`src/rtl/spu_axi_rd_responder.sv`:
```
// AXI4 read-channel responder: unrolls one AR burst into req/gnt memory reads, returns R beats
// through a 2-entry buffer. Optional AR legality checking: SPU_RD_RESPONDER_BURST_CHECK_EN.
module spu_axi_rd_responder #(
  parameter int unsigned AddrWidth = 32,
  parameter int unsigned DataWidth = 64,
  parameter int unsigned IdWidth   = 4
) (
  input  logic                 clk_i,
  input  logic                 rst_ni,
  input  logic                 ar_valid_i,
  output logic                 ar_ready_o,
  input  logic [IdWidth-1:0]   ar_id_i,
  input  logic [AddrWidth-1:0] ar_addr_i,
  input  logic [7:0]           ar_len_i,
  input  logic [2:0]           ar_size_i,
  input  logic [1:0]           ar_burst_i,
  output logic                 r_valid_o,
  input  logic                 r_ready_i,
  output logic [IdWidth-1:0]   r_id_o,
  output logic [DataWidth-1:0] r_data_o,
  output logic [1:0]           r_resp_o,
  output logic                 r_last_o,
  output logic                 mem_req_o,
  input  logic                 mem_gnt_i,
  output logic [AddrWidth-1:0] mem_addr_o,
  input  logic                 mem_rvalid_i,
  input  logic [DataWidth-1:0] mem_rdata_i
);

  localparam logic [1:0] BurstFixed = 2'b00;
  localparam logic [1:0] BurstWrap  = 2'b10;
  localparam logic [1:0] RespOkay   = 2'b00;
  localparam logic [1:0] RespSlvErr = 2'b10;

  typedef enum logic [1:0] {StIdle, StBurst, StDrain, StErr} state_e;

  state_e                 state_q, state_d;
  logic                   ar_ready_q;
  logic [IdWidth-1:0]     id_q;
  logic [AddrWidth-1:0]   addr_q, addr_d, wrap_lo_q, wrap_bytes_q;
  logic [7:0]             len_q, cnt_q, cnt_d;
  logic [2:0]             size_q;
  logic [1:0]             burst_q;
  logic                   infl_q, infl_last_q;
  logic [DataWidth-1:0]   buf_data_q [2];
  logic                   buf_last_q [2];
  logic                   wr_ptr_q, rd_ptr_q;
  logic [1:0]             occ_q;

  logic                   ar_hs, ar_illegal, grant, push, pop, buf_valid, credit;
  logic [AddrWidth-1:0]   step, ar_step, ar_aligned, ar_wrap_bytes, ar_wrap_lo, incr_addr;

  function automatic logic [3:0] flog2(input logic [8:0] v);
    flog2 = '0;
    for (int i = 0; i < 9; i++) begin
      if (v[i]) flog2 = 4'(i);
    end
  endfunction

  assign ar_hs         = ar_valid_i & ar_ready_q;
  assign ar_step       = AddrWidth'(1) << ar_size_i;
  assign ar_aligned    = ar_addr_i & ~(ar_step - AddrWidth'(1));
  // Non power-of-two WRAP lengths fall back to the next lower power-of-two window.
  assign ar_wrap_bytes = AddrWidth'(1) << (5'(ar_size_i) + 5'(flog2(9'(ar_len_i) + 9'd1)));
  assign ar_wrap_lo    = ar_addr_i & ~(ar_wrap_bytes - AddrWidth'(1));

`ifdef SPU_RD_RESPONDER_BURST_CHECK_EN
  localparam int unsigned MaxSize = $clog2(DataWidth / 8);
  always_comb begin
    ar_illegal = 1'b0;
    if (ar_burst_i == BurstWrap &&
        (!(ar_len_i == 8'd1 || ar_len_i == 8'd3 || ar_len_i == 8'd7 || ar_len_i == 8'd15) ||
         (ar_addr_i & (ar_step - AddrWidth'(1))) != '0)) begin
      ar_illegal = 1'b1;
    end
    if (ar_size_i > 3'(MaxSize)) ar_illegal = 1'b1;
  end
`else
  assign ar_illegal = 1'b0;
`endif

  assign step      = AddrWidth'(1) << size_q;
  assign incr_addr = addr_q + step;
  assign buf_valid = (occ_q != 2'd0);
  assign pop       = buf_valid & r_ready_i;
  assign push      = infl_q & mem_rvalid_i;
  // Counting this cycle's pop keeps one beat per cycle flowing without overflowing the buffer.
  assign credit    = ({1'b0, occ_q} - {2'b0, pop} + {2'b0, infl_q}) < 3'd2;
  assign grant     = mem_req_o & mem_gnt_i;

  always_comb begin
    addr_d = incr_addr;
    if (burst_q == BurstFixed) begin
      addr_d = addr_q;
    end else if (burst_q == BurstWrap && (incr_addr - wrap_lo_q) >= wrap_bytes_q) begin
      addr_d = incr_addr - wrap_bytes_q;
    end
  end

  always_comb begin
    ar_ready_o = ar_ready_q;
    mem_req_o  = (state_q == StBurst) & credit;
    mem_addr_o = addr_q;
    r_id_o     = id_q;
    r_valid_o  = buf_valid;
    r_data_o   = buf_data_q[rd_ptr_q];
    r_last_o   = buf_valid & buf_last_q[rd_ptr_q];
    r_resp_o   = RespOkay;
    if (state_q == StErr) begin
      r_valid_o = 1'b1;
      r_data_o  = '0;
      r_last_o  = (cnt_q == len_q);
      r_resp_o  = RespSlvErr;
    end
  end

  always_comb begin
    state_d = state_q;
    cnt_d   = cnt_q;
    unique case (state_q)
      StIdle: begin
        if (ar_hs) begin
          cnt_d   = '0;
          state_d = ar_illegal ? StErr : StBurst;
        end
      end
      StBurst: begin
        if (grant) begin
          cnt_d = cnt_q + 8'd1;
          if (cnt_q == len_q) state_d = StDrain;
        end
      end
      StDrain: begin
        if (pop && r_last_o) state_d = StIdle;
      end
      StErr: begin
        if (r_ready_i) begin
          cnt_d = cnt_q + 8'd1;
          if (cnt_q == len_q) state_d = StIdle;
        end
      end
      default: state_d = StIdle;
    endcase
  end

  always_ff @(posedge clk_i or negedge rst_ni) begin
    if (!rst_ni) begin
      state_q      <= StIdle;
      ar_ready_q   <= 1'b0;
      id_q         <= '0;
      addr_q       <= '0;
      wrap_lo_q    <= '0;
      wrap_bytes_q <= '0;
      len_q        <= '0;
      size_q       <= '0;
      burst_q      <= '0;
      cnt_q        <= '0;
      infl_q       <= 1'b0;
      infl_last_q  <= 1'b0;
      wr_ptr_q     <= 1'b0;
      rd_ptr_q     <= 1'b0;
      occ_q        <= '0;
      for (int i = 0; i < 2; i++) begin
        buf_data_q[i] <= '0;
        buf_last_q[i] <= 1'b0;
      end
    end else begin
      state_q     <= state_d;
      ar_ready_q  <= (state_d == StIdle);
      cnt_q       <= cnt_d;
      infl_q      <= grant;
      infl_last_q <= (cnt_q == len_q);
      if (ar_hs) begin
        id_q         <= ar_id_i;
        addr_q       <= ar_aligned;
        wrap_lo_q    <= ar_wrap_lo;
        wrap_bytes_q <= ar_wrap_bytes;
        len_q        <= ar_len_i;
        size_q       <= ar_size_i;
        burst_q      <= ar_burst_i;
      end else if (grant) begin
        addr_q <= addr_d;
      end
      if (push) begin
        buf_data_q[wr_ptr_q] <= mem_rdata_i;
        buf_last_q[wr_ptr_q] <= infl_last_q;
        wr_ptr_q             <= ~wr_ptr_q;
      end
      if (pop) rd_ptr_q <= ~rd_ptr_q;
      occ_q <= occ_q + {1'b0, push} - {1'b0, pop};
    end
  end

endmodule

```
`config.mk`:
```
export PLATFORM = sky130hd
export DESIGN_NAME = spu_axi_rd_responder
export DESIGN_NICKNAME = d
export VERILOG_FILES = /design/src/rtl/spu_axi_rd_responder.sv
export SDC_FILE = /design/constraint.sdc
export NUM_CORES = 1
export LEC_CHECK = 0
export BUFFER_PORTS_ARGS = -buffer_cell sky130_fd_sc_hd__buf_2
export CORE_UTILIZATION = 30
export DETAILED_ROUTE_END_ITERATION = 6
export HOLD_SLACK_MARGIN = 0.08
export PLACE_DENSITY = 0.53
export SLEW_MARGIN = 10
export SYNTH_ARGS = -nofsm -noshare
export SYNTH_HDL_FRONTEND = slang
export SYNTH_SLANG_ARGS = --single-unit
```
`constraint.sdc`:
```
create_clock -name clk_i -period 6.9 [get_ports clk_i]
set_input_delay 0 -clock clk_i [delete_from_list [all_inputs] [get_ports clk_i]]
set_output_delay 0 -clock clk_i [all_outputs]
set_load 0.01 [all_outputs]
```
# --- Word-level counts from Yosys, hierarchy flattened ---
# Cells that the tools add are included.
word_totals:
  regBits: 260
  latchBits: 0
  ramBits: 0
  romBits: 0
  inputBits: 119
  output_inout_bits: 106
  elab_cells: 112
  n_memories: 0
classes:
  add_sub_neg: 12
  n_mul: 0
  n_div: 0
  magnitude_cmp: 5
  n_eq_ne: 9
  shift: 3
  muxes: 39
  bitwise_logic: 14
  n_reduce_logical: 11
op_table:
  columns: ["op", "n"]
  rows:
  - ["64-bit two-way mux", 5]
  - ["128-bit bitwise mux", 1]
  - ["32-bit two-way mux", 4]
  - ["32-bit bitwise AND", 2]
  - ["64-bit demux with 1-bit select", 1]
  - ["32-bit NOT", 2]
  - ["1-bit by 3-bit << shifter with 32-bit output (first input constant)", 2]
  - ["32-bit by 1-bit subtractor with 32-bit output (second input constant)", 2]
  - ["32-bit subtractor", 2]
  - ["32-bit adder", 1]
  - ["32-bit greater-or-equal comparator", 1]
  - ["1-bit by 5-bit << shifter with 32-bit output (first input constant)", 1]
  - ["8-bit two-way mux", 3]
  - ["8-bit case mux with 3 select lines", 1]
  - ["4-bit two-way mux", 5]
  - ["2-bit two-way mux", 9]
  - ["8-bit by 1-bit adder with 9-bit output (second input constant)", 1]
  - ["8-bit by 1-bit adder with 8-bit output (second input constant)", 1]
  - ["8-bit equality test", 1]
  - ["2-bit inequality test (second input constant)", 4]
  - ["2-bit case mux with 4 select lines", 1]
  - ["1-bit two-way mux", 7]
  - ["1-bit bitwise AND", 6]
  - ["2-bit equality test (second input constant)", 3]
  - ["19 further kinds", 27]

# --- Depth between registers and ports, before layout ---
logic_depth:
  depth_word: 14
  depth_mapped: 35
  ltp_nobuf: 32

# --- Least setup slack after synthesis ---
# Ideal clock, no wire load.
synth_path:
  path_kind: "register to register"
  start: "register size_q[0]"
  end: "register addr_q[1] (netlist: mem_addr_o[1])"
  setup_time_ns: 0.083
  arrival_ns: 6.204
  required_ns: 6.817
  slack_ns: 0.614
  path_stages_with_launch: 34
  n_path_buf: 2
  synth_period_minus_slack_ns: 6.286
  cell_sequence: "dfrtp_1 > clkbuf_1 > nor3b_1 > ha_1 > a21o_1 > a21oi_1 > o21ai_0 > a31o_2 > a21oi_4 > nor2b_1 > xor2_1 > ha_1 > a21o_1 > a21o_1 > a21oi_1 > nor3_1 > a2111oi_2 > o31ai_1 > nor3_2 > o21bai_1 > a21oi_1 > xnor2_1 > ha_1 > nand4_1 > or3_1 > nor2_1 > and3_1 > o311ai_1 > nand2_1 > clkbuf_1 > nand2_1 > o211ai_1 > o21ai_0 > o21ai_0"
synth_via:
  elab_chain_len: 9
  word_cells_on_any_way: 10
  cone_classes: "add/sub: 3; order compare: 1; shift: 1; mux: 4; reduce/logical: 1"
synth_lines:
  columns: ["element", "line_no", "rtl"]
  rows:
  - ["from (decl)", "42", "logic [2:0] size_q;"]
  - ["from (signal assigned)", "179", "size_q <= ar_size_i;"]
  - ["1-bit by 3-bit << shifter with 32-bit output (*)", "82", "assign step = AddrWidth'(1) << size_q;"]
  - ["32-bit adder (*)", "83", "assign incr_addr = addr_q + step;"]
  - ["32-bit subtractor", "95", "end else if (burst_q == BurstWrap && (incr_addr - wrap_lo_q) >= wrap_bytes_q) begin"]
  - ["32-bit greater-or-equal comparator", "95", null]
  - ["1-bit logical AND", "95", null]
  - ["32-bit two-way mux (*)", "95", null]
  - ["32-bit two-way mux (*)", "93", "if (burst_q == BurstFixed) begin"]
  - ["32-bit two-way mux (*)", "181", "end else if (grant) begin"]
  - ["32-bit two-way mux (*)", "173", "if (ar_hs) begin"]
  - ["to (signal assigned)", "175", "addr_q <= ar_aligned;"]
  - ["to (signal assigned)", "182", "addr_q <= addr_d;"]
  - ["to (decl)", "40", "logic [AddrWidth-1:0] addr_q, addr_d, wrap_lo_q, wrap_bytes_q;"]
# Every way passes the cells marked *; elsewhere a longest branch is shown, timed or not. The select of a mux whose other input is x is not followed.
# A chain may end at the register's enable or synchronous reset.

# --- Worst setup path in the final report ---
layout_path:
  start: "register size_q[2]"
  end: "register addr_q[23] (netlist: mem_addr_o[23])"
# The elaborated chain is that of the path after synthesis.

==> reports/metrics.cfg <==
[critical_path]
crit_required_ns=7.29
crit_path_end_kind=flop
path_common_cell=ha_1
r2r_start=size_q[2]
critical_path.startpoint=size_q[2]
worstPathArrival_ns=6.97
slowest_delay_ns=0.41
worstSetupEndpoint=mem_addr_o[23]
crit_fanout=31
r2r_cells=33
critPathKind=reg -> reg
startpoint_type=flop
reg2reg_slack_ns=0.31
cp_slowest_cell=dfrtp_1
reg2reg_to=mem_addr_o[23]

[floorplanning]
start_util_pct=30.5
die_h_um=242
num_rows=87
pin_count=225
coreArea_mm2=0.0567
dieArea_mm2=0.0587
fp.dieW_um=242

[drt]
routed_wl_um=56300
vias=15500
wl_per_cell_um=18.5
firstDrtPassIters=5
detail_route.vias_per_cell=5.11
drtIter0Drc=1009
post-route-drc-count=0
ant_nets=0

[power]
sw_frac_of_total_pct=26.6
intPower_mw=2.90
p_leak_nw=11.4
power.density_mw_per_mm2=177
pwr-share-comb_pct=13.1
seqPwrFrac_pct=39.5
vdd_drop_max_uv=159
power_frac_clock_pct=47.4
finalPower_mw=3.95
p_switching_mw=1.05

[global_routing]
grt_max_degree=81
grtUsageTotal_pct=18.7
grt_pass1_wl_um=86800
first_global_vias=15500
antenna_found_initial=1
grt_overflow_total=0

[sta]
tightest_slew_ns=1.15
period_share_pct=95.5
max_freq_ghz=0.152
fin_skew_ns=0.0324
timing.hold.ws_ns=0.229
setup_viol=0
layout_min_cycle_time_ns=6.59
grt_setup_unrepaired=yes
slew_viol_final=0
max_slew_margin_pct=23.4
setup_slack_ns=0.313
finalHoldViolations=0

[layout]
multi_input_area_mm2=0.0103
fin_nets=2491
seqCellArea_mm2=0.00651
layout_common_cells=dfrtp_1, buf_2, nand2_1
drive_above_1_share_pct=24.3
nFillCells=5674
final_common_cell=dfrtp_1
fin_cells=3039
synthToLayoutAreaGrowth_pct=29.0
fin_area_mm2=0.0223

[clock_tree]
cts_root_buf=clkbuf_16
clock-sinks=260
numCtsBuffers=35
cts_tree=yes
htreeDepth=2
clock_latency_ns=0.55
path_clk_slew_ns=0.06
clk_path_buf_depth=3

[synth]
ys_seq_elements=260
syn_nets=2127
synthFlopType=dfrtp_1
synth_edf_count=0
synth_area_mm2=0.0173
ys_async_sr_fraction_pct=100
synth_warnings=0
avgSynthCellArea_um2=9.16
synthCells=1890
yosys.area.top_type=dfrtp_1
ys_top_cells_by_area=dfrtp_1, mux2_2, ha_1
yosysUniqueCellTypes=81
synth.top_cell.area_share_pct=37.6
synth-seq-area-share_pct=37.6

[flow_run]
drv_cap=0

[worst_hold_path]
hold_path_class=in -> reg
hold_start=ar_addr_i[13]

[place]
gp_congestion=0.918
placed_area_mm2=0.0194
place_ws_ns=-0.127
io_buffer_count=223
dpl.cell_count=2819
dp_hpwl_um=40300

[outcome]
status=finished, final reports clean

-- worst min path at each step --
| stage | to | slack [ns] | cells after the start |
|---|---|---|---|
| floorplan | ar_ready_o | -0.30 | 0 |
| finish | mem_addr_o[13] | 0.23 | 3 |
| CTS | buf_data_q[64] | 0.20 | 3 |
| detailed placement | buf_data_q[61] | -0.01 | 1 |
| global placement | buf_data_q[125] | -0.02 | 1 |
| global route | buf_data_q[60] | 0.22 | 3 |
-- sequential cells by signal (all words and copies together), names as in the netlist --
register      cells
buf_data_q      128
mem_addr_o       32
wrap_bytes_q     32
wrap_lo_q        32
cnt_q             8
len_q             8
r_id_o            4
size_q            3
buf_last_q        2
burst_q           2
occ_q             2
state_q           2
ar_ready_o        1
infl_last_q       1
infl_q            1
rd_ptr_q          1
wr_ptr_q          1
-- critical path, delay by kind of cell (launching register included) --
family	cells	cell delay (ns)
xor gates and xnor gates	2	0.23
and+or+nand+nor	12	2.06
AOI/OAI and AO/OA	12	1.96
adders and majority gates	3	0.91
DFF	1	0.41
buffers and inverters	3	0.54
muxes	1	0.28
-- final cells by class --
| class | instances | share of cell area, % |
|---|---|---|
| Multi-Input combinational cell | 1438 | 46.1 |
| Sequential cell | 260 | 29.2 |
| Timing Repair Buffer | 422 | 13.5 |
| Clock buffer | 51 | 4.56 |
| Tap cell | 756 | 4.24 |
| Inverter | 97 | 1.63 |
| Clock inverter | 13 | 0.723 |
| Antenna cell | 2 | 0.0224 |
-- cell usage after synthesis, types with 6 or more instances --
master	number
dfrtp_1	260
o21bai_1	9
nor2b_1	10
nand4_1	15
nor3_1	29
buf_1	8
nand3_1	53
a211oi_1	15
nand2_1	204
a21o_1	36
nor2_1	156
mux2i_1	74
inv_1	97
xor2_1	45
buf_4	6
o21a_1	9
and2_1	11
nor3b_1	8
o22ai_1	23
a21oi_1	119
nand2b_1	21
and3_1	17
buf_2	12
o21ai_0	133
or2_2	8
mux2_2	134
clkbuf_1	67
a31oi_1	11
xnor2_1	58
o2111ai_1	9
ha_1	113
o31ai_1	10
o21ai_1	12
o211ai_1	17
-- per-layer routing --
metal | global-route usage [%] | share of wire, % | vias up
met2 | 31.1 | 47 | 512
met3 | 3.27 | 6.7 | 80
li1 | - | - | 7411
met1 | 24.6 | 44 | 7539
met5 | 0 | 0 | -
met4 | 5.66 | 2.5 | 0
-- kinds of logic (layout without fill, tap and decap cells) --
kind of cell / after synthesis / in the layout / synth area share, %
other: 1 / 3 / 0.0217
AND/OR/NAND/NOR: 557 / 557 / 14.6
buffers and inverters: 192 / 583 / 4.43
AO/OA/AOI/OAI: 451 / 451 / 16.4
multiplexers: 208 / 208 / 13.0
XOR/XNOR: 103 / 103 / 5.21
adder cells (fa/ha/maj): 118 / 118 / 8.74
flip-flops: 260 / 260 / 37.6
-- power groups by stage --
| stage | Sequential, mW | Clock (mW) | Combinational (mW) |
|---|---|---|---|
| after CTS | 1.56 | 1.93 | 0.518 |
| after detailed placement | 1.59 | 0 | 0.458 |
| after global placement | 1.59 | 0 | 0.451 |
| after global routing | 1.56 | 1.99 | 0.552 |
| final | 1.56 | 1.87 | 0.515 |
| after floorplan | 1.57 | 0 | 0.302 |
-- timing repair --
action	CTS	global route
setup endpoints to repair	15	32
hold endpoints to repair	285	0
resized for setup	7	44
buffers inserted	0	16
gates cloned	0	1
pin swaps	1	18
hold buffers	137	0
-- through the flow --
step / TNS, ns / utilization, %
final: 0 / 39.4
after global routing: -0.166 / 39.4
after CTS: 0 / 38.8
after detailed placement: -0.418 / 34.2
after global placement: 0 / 34.2
after floorplan: 0 / -
No activity file was read; power rests on OpenSTA's default activity.
